File: src/rtl/regbank_write_arbiter.sv
// Round-robin write controller for a bank of DFFE registers sharing one data bus.
// Each write runs IDLE -> SETUP -> STROBE -> HOLD so data is stable around the enable pulse.
module regbank_write_arbiter #(
    parameter int WIDTH  = 4,
    parameter int NREGS  = 4,
    parameter int ADDR_W = $clog2(NREGS)
) (
    input  logic              clk,
    input  logic              reset_n,
    input  logic              req0,
    input  logic [ADDR_W-1:0] addr0,
    input  logic [WIDTH-1:0]  data0,
    output logic              ack0,
    input  logic              req1,
    input  logic [ADDR_W-1:0] addr1,
    input  logic [WIDTH-1:0]  data1,
    output logic              ack1,
    output logic [WIDTH-1:0]  wr_data,
    output logic [NREGS-1:0]  wr_en,
    output logic              busy
);

    typedef enum logic [1:0] {
        ST_IDLE   = 2'd0,
        ST_SETUP  = 2'd1,
        ST_STROBE = 2'd2,
        ST_HOLD   = 2'd3
    } state_t;

    state_t              state_r, state_s;
    logic                last_r, last_s;
    logic                grant_r, grant_s;
    logic                win_s;
    logic [ADDR_W-1:0]   addr_r, addr_s;
    logic [WIDTH-1:0]    data_r, data_s;
    logic [NREGS-1:0]    wr_en_r, wr_en_s;
    logic                ack0_r, ack0_s;
    logic                ack1_r, ack1_s;
    logic                busy_r, busy_s;

    function automatic logic [NREGS-1:0] addr_decode(input logic [ADDR_W-1:0] a);
        logic [NREGS-1:0] v;
        v    = '0;
        v[a] = 1'b1;
        return v;
    endfunction

    // Next-state, arbitration and next-output logic; outputs are registered one cycle ahead.
    always_comb begin
        state_s = state_r;
        last_s  = last_r;
        grant_s = grant_r;
        addr_s  = addr_r;
        data_s  = data_r;
        wr_en_s = '0;
        ack0_s  = 1'b0;
        ack1_s  = 1'b0;
        // A tie goes to whoever was not granted last.
        if (req0 && req1) begin
            win_s = ~last_r;
        end else begin
            win_s = req1;
        end
        case (state_r)
            ST_IDLE: begin
                if (req0 || req1) begin
                    grant_s = win_s;
                    last_s  = win_s;
                    addr_s  = win_s ? addr1 : addr0;
                    data_s  = win_s ? data1 : data0;
                    state_s = ST_SETUP;
                end else begin
                    state_s = ST_IDLE;
                end
            end
            ST_SETUP: begin
                wr_en_s = addr_decode(addr_r);
                state_s = ST_STROBE;
            end
            ST_STROBE: begin
                if (grant_r) begin
                    ack1_s = 1'b1;
                end else begin
                    ack0_s = 1'b1;
                end
                state_s = ST_HOLD;
            end
            ST_HOLD: begin
                state_s = ST_IDLE;
            end
            default: begin
                state_s = ST_IDLE;
            end
        endcase
        busy_s = (state_s != ST_IDLE);
    end

    // State and output registers; reset abandons any write in flight.
    always_ff @(posedge clk or negedge reset_n) begin
        if (!reset_n) begin
            state_r <= ST_IDLE;
            last_r  <= 1'b1;
            grant_r <= 1'b0;
            addr_r  <= '0;
            data_r  <= '0;
            wr_en_r <= '0;
            ack0_r  <= 1'b0;
            ack1_r  <= 1'b0;
            busy_r  <= 1'b0;
        end else begin
            state_r <= state_s;
            last_r  <= last_s;
            grant_r <= grant_s;
            addr_r  <= addr_s;
            data_r  <= data_s;
            wr_en_r <= wr_en_s;
            ack0_r  <= ack0_s;
            ack1_r  <= ack1_s;
            busy_r  <= busy_s;
        end
    end

    assign wr_data = data_r;
    assign wr_en   = wr_en_r;
    assign ack0    = ack0_r;
    assign ack1    = ack1_r;
    assign busy    = busy_r;

endmodule

File: config.mk
export PLATFORM = sky130hd
export DESIGN_NAME = regbank_write_arbiter
export DESIGN_NICKNAME = d
export VERILOG_FILES = /design/src/rtl/regbank_write_arbiter.sv
export SDC_FILE = /design/constraint.sdc
export NUM_CORES = 1
export LEC_CHECK = 0
export ABC_AREA = 1
export CAP_MARGIN = 15
export CORE_MARGIN = 2
export CORE_UTILIZATION = 40
export CTS_BUF_LIST = sky130_fd_sc_hd__clkbuf_8
export CTS_CLUSTER_DIAMETER = 150
export CTS_CLUSTER_SIZE = 8
export DETAILED_ROUTE_END_ITERATION = 6
export GPL_TIMING_DRIVEN = 0
export PLACE_DENSITY = 0.81
export SETUP_SLACK_MARGIN = 0.05
export SYNTH_ARGS = -nofsm -noshare
export SYNTH_HDL_FRONTEND = slang
export SYNTH_SLANG_ARGS = --single-unit
File: constraint.sdc
create_clock -name clk -period 2.5 [get_ports clk]
set_input_delay 0.5 -clock clk [delete_from_list [all_inputs] [get_ports clk]]
set_output_delay 0.5 -clock clk [all_outputs]
set_load 0.01 [all_outputs]
==> impl_metrics.ini, run 1 <==
[status]
status = complete, no violations

[hold_path]
min_delay_path_depth = 1
hp-class = reg -> reg
hp-start = grant_r$_DFFE_PN0P_
holdPathEnd = ack0$_DFF_PN0_

[clocking]
cts_sinks = 17
post-cts-setup-buffers = 0
clk_pin_slew_ns = 0.07
cts_inserted_buffers = 3
clock-root-buffer = clkbuf_8
cts_buffer_depth = 2
cts.htree.levels = 1
cts-resized-gates = 0
clk_latency_ns = 0.25
cts_tree = done
holdBufCountCts = 0

[yosys]
postSynthAreaPerCell_um2 = 8.85
yosysWarnings = 0
syn_inst = 92
synth_xor_area_share_pct = 0
syn_nets = 112
yosys.area.top_type = dfrtp_1
synth_top_cell_area_share_pct = 49.2
synthMuxAreaShare_pct = 0
ys_seq_area_share_pct = 52.4
yosysMostFrequentCell = nand2_1
synth_edf_count = 0
ys_seq_elements = 17
synth_top_family_by_area = simple AND/OR/NAND/NOR gates
ys_types = 17
async_flop_share_pct = 100
synth-simple-area-share_pct = 27.5
synth.area.top_cells = dfrtp_1, nand2_1, inv_1
syn-cell-area_um2 = 815
synth_common_cells = nand2_1, inv_1, dfrtp_1
synth_compound_area_share_pct = 2.15
synth_ff_type = dfrtp_1
synth_fa_ha_area_share_pct = 6.14

[detailed_routing]
ant_nets = 0
wl_per_cell_um = 9.62
routed_wl_mm = 1.42
drc = 0
drt-pass1-iter-count = 4
num_vias = 642
drtIter0Drc = 13
vias_per_cell = 4.34

[timing]
fin_skew_ns = 0.00144
worstMarginPinSlew_ns = 0.697
period_share_pct = 65.9
hold_viol_final = 0
rsz0062_at_grt = false
final-setup-viol-count = 0
fin_tns_setup_ns = 0
slew_viol_final = 0
slew_headroom_pct = 53.4
fmax_ghz = 0.607
final.min_clock_period_ns = 1.65
hold_ws_ns = 0.464

[critical_path]
path_cells = clkdlybuf4s50_1
r2r_cells = 7
cp_top_family = buffers and inverters
crit_buf_inv = 1
start_kind = register
critical_path.max_fanout = 2
r2r_slack_ns = 1.26
slowest_delay_ns = 0.54
critPathKind = reg -> out
r2r-end = wr_data[1]$_DFFE_PN0P_
regToRegStartpoint = state_r[0]$_DFF_PN0_
cp.arrival_ns = 1.15
worstSetupEndpointType = output port
cp.required_ns = 2.00
worstSetupStartpoint = wr_data[1]$_DFFE_PN0P_
slowest_stage = clkdlybuf4s50_1

[cells_and_area]
final_layout_size_suffix_gt1_share_pct = 9.09
synthToLayoutAreaGrowth_pct = 40.9
fin_nets = 142
antennaDiodeCount = 0
finalInstanceArea_mm2 = 0.00115
final_util_pct = 59.1

[die]
start_util_pct = 41.9
num_rows = 16
die-width_um = 49.1
num_io_pins = 27
core_area_mm2 = 0.00194
design.die.area_mm2 = 0.00241
dieHeight_um = 49.1

[global_routing]
grt_pass1_vias = 611
grt_overflow = 0
antenna_found_initial = 0
grt_start_max_net_pins = 18
groute.usage.overall_pct = 14.0
grt_pass1_wl_mm = 2.53

[placement]
place_area_mm2 = 0.00110
place.gp.congestion = 0.764
portBuffers = 25
place_hpwl_mm = 1.11

[power]
peakVddDrop_mv = 0.457
power_mw = 1.19
powerDensity_mw_per_mm2 = 1030
p_leak_nw = 0.596

[job]
cap_viol_max_count = 0
[sequential cells by signal, summed over array words and instances (netlist names)]
register	count
state_r	2
grant_r	1
wr_en	4
ack0	1
addr_r	2
busy	1
wr_data	4
ack1	1
last_r	1
[cells in the final DEF (no fill, tap or decap)]
| cell | count |
|---|---|
| clkdlybuf4s50_1 | 25 |
| nand2_1 | 23 |
| inv_1 | 21 |
| dfrtp_1 | 16 |
| nand3_1 | 13 |
| nor3_1 | 4 |
| ha_1 | 4 |
| clkbuf_8 | 3 |
| buf_6 | 1 |
| o21ai_1 | 1 |
| o21ai_0 | 1 |
| o211ai_1 | 1 |
| nor2_1 | 1 |
| nand2_2 | 1 |
| nand2_4 | 1 |
| nor2_4 | 1 |
| nor2_8 | 1 |
| inv_4 | 1 |
| clkinvlp_4 | 1 |
| dfstp_2 | 1 |
[layout make-up]
type | count | area [um^2]
Buffer | 1 | 11.3
Clock buffer | 3 | 41.3
Clock inverter | 1 | 7.51
Fill cell | 179 | 795
Inverter | 22 | 85.1
Multi-Input combinational cell | 52 | 292
Sequential cell | 17 | 427
Tap cell | 27 | 33.8
Timing Repair Buffer | 25 | 250
[per-layer routing]
| metal | up-vias | wire length [um] | GRT usage, % |
|---|---|---|---|
| met4 | 0 | 49 | 11.9 |
| met1 | 276 | 615 | 17.2 |
| met3 | 5 | 72 | 2.45 |
| met5 | - | 0 | 0 |
| met2 | 26 | 686 | 21.2 |
| li1 | 335 | - | - |
[logic make-up (layout without fill, tap and decap cells)]
logic type      count (synthesis)  count (layout)
buf+inv                        23              52
compound gates                  3               3
fa+ha+maj                       4               4
flops                          17              17
simple gates                   45              45
[through the flow]
step	std cells	setup slack (ns)
floorplan	92	1.38
global placement	144	0.873
detailed placement	144	0.841
CTS	148	0.839
global route	148	0.812
finish	148	0.853
[worst max path at each step]
| stage | end | cells after the start |
|---|---|---|
| 2_1_floorplan | wr_data[0]$_DFFE_PN0P_ | 7 |
| 3_3_place_gp | addr_r[0]$_DFFE_PN0P_ | 6 |
| 3_5_place_dp | wr_data[1]$_DFFE_PN0P_ | 6 |
| 4_1_cts | wr_data[1] | 1 |
| 5_1_grt | wr_data[1] | 1 |
| 6_report | wr_data[1] | 1 |
[power breakdown]
| group | switching [mW] | leakage (nW) | total [mW] | internal [mW] |
|---|---|---|---|---|
| clock | 0.0961 | 0.0217 | 0.208 | 0.112 |
| combinational | 0.266 | 0.362 | 0.513 | 0.247 |
| sequential | 0.0645 | 0.212 | 0.464 | 0.399 |
No activity file was read; power rests on OpenSTA's default activity.
==> inputs of run 2 (changes only) <==
Clock period 2.5 ns to 1.6 ns, I/O delays scaled along.
==> results of run 2 <==
The final DEF is identical to that of run 1. Status: complete, no violations.
Main changes from that run: setup slack after placement 0.841 ns -> 0.121 ns; setup slack after layout 0.853 ns -> 0.133 ns; hold slack 0.464 ns -> 0.348 ns; register-to-register setup slack 1.26 ns -> 0.36 ns; end point of the worst hold path ack0$_DFF_PN0_ -> last_r$_DFFE_PN1P_; total power 1.19 mW -> 1.85 mW; worst IR drop on VDD 0.457 mV -> 0.714 mV
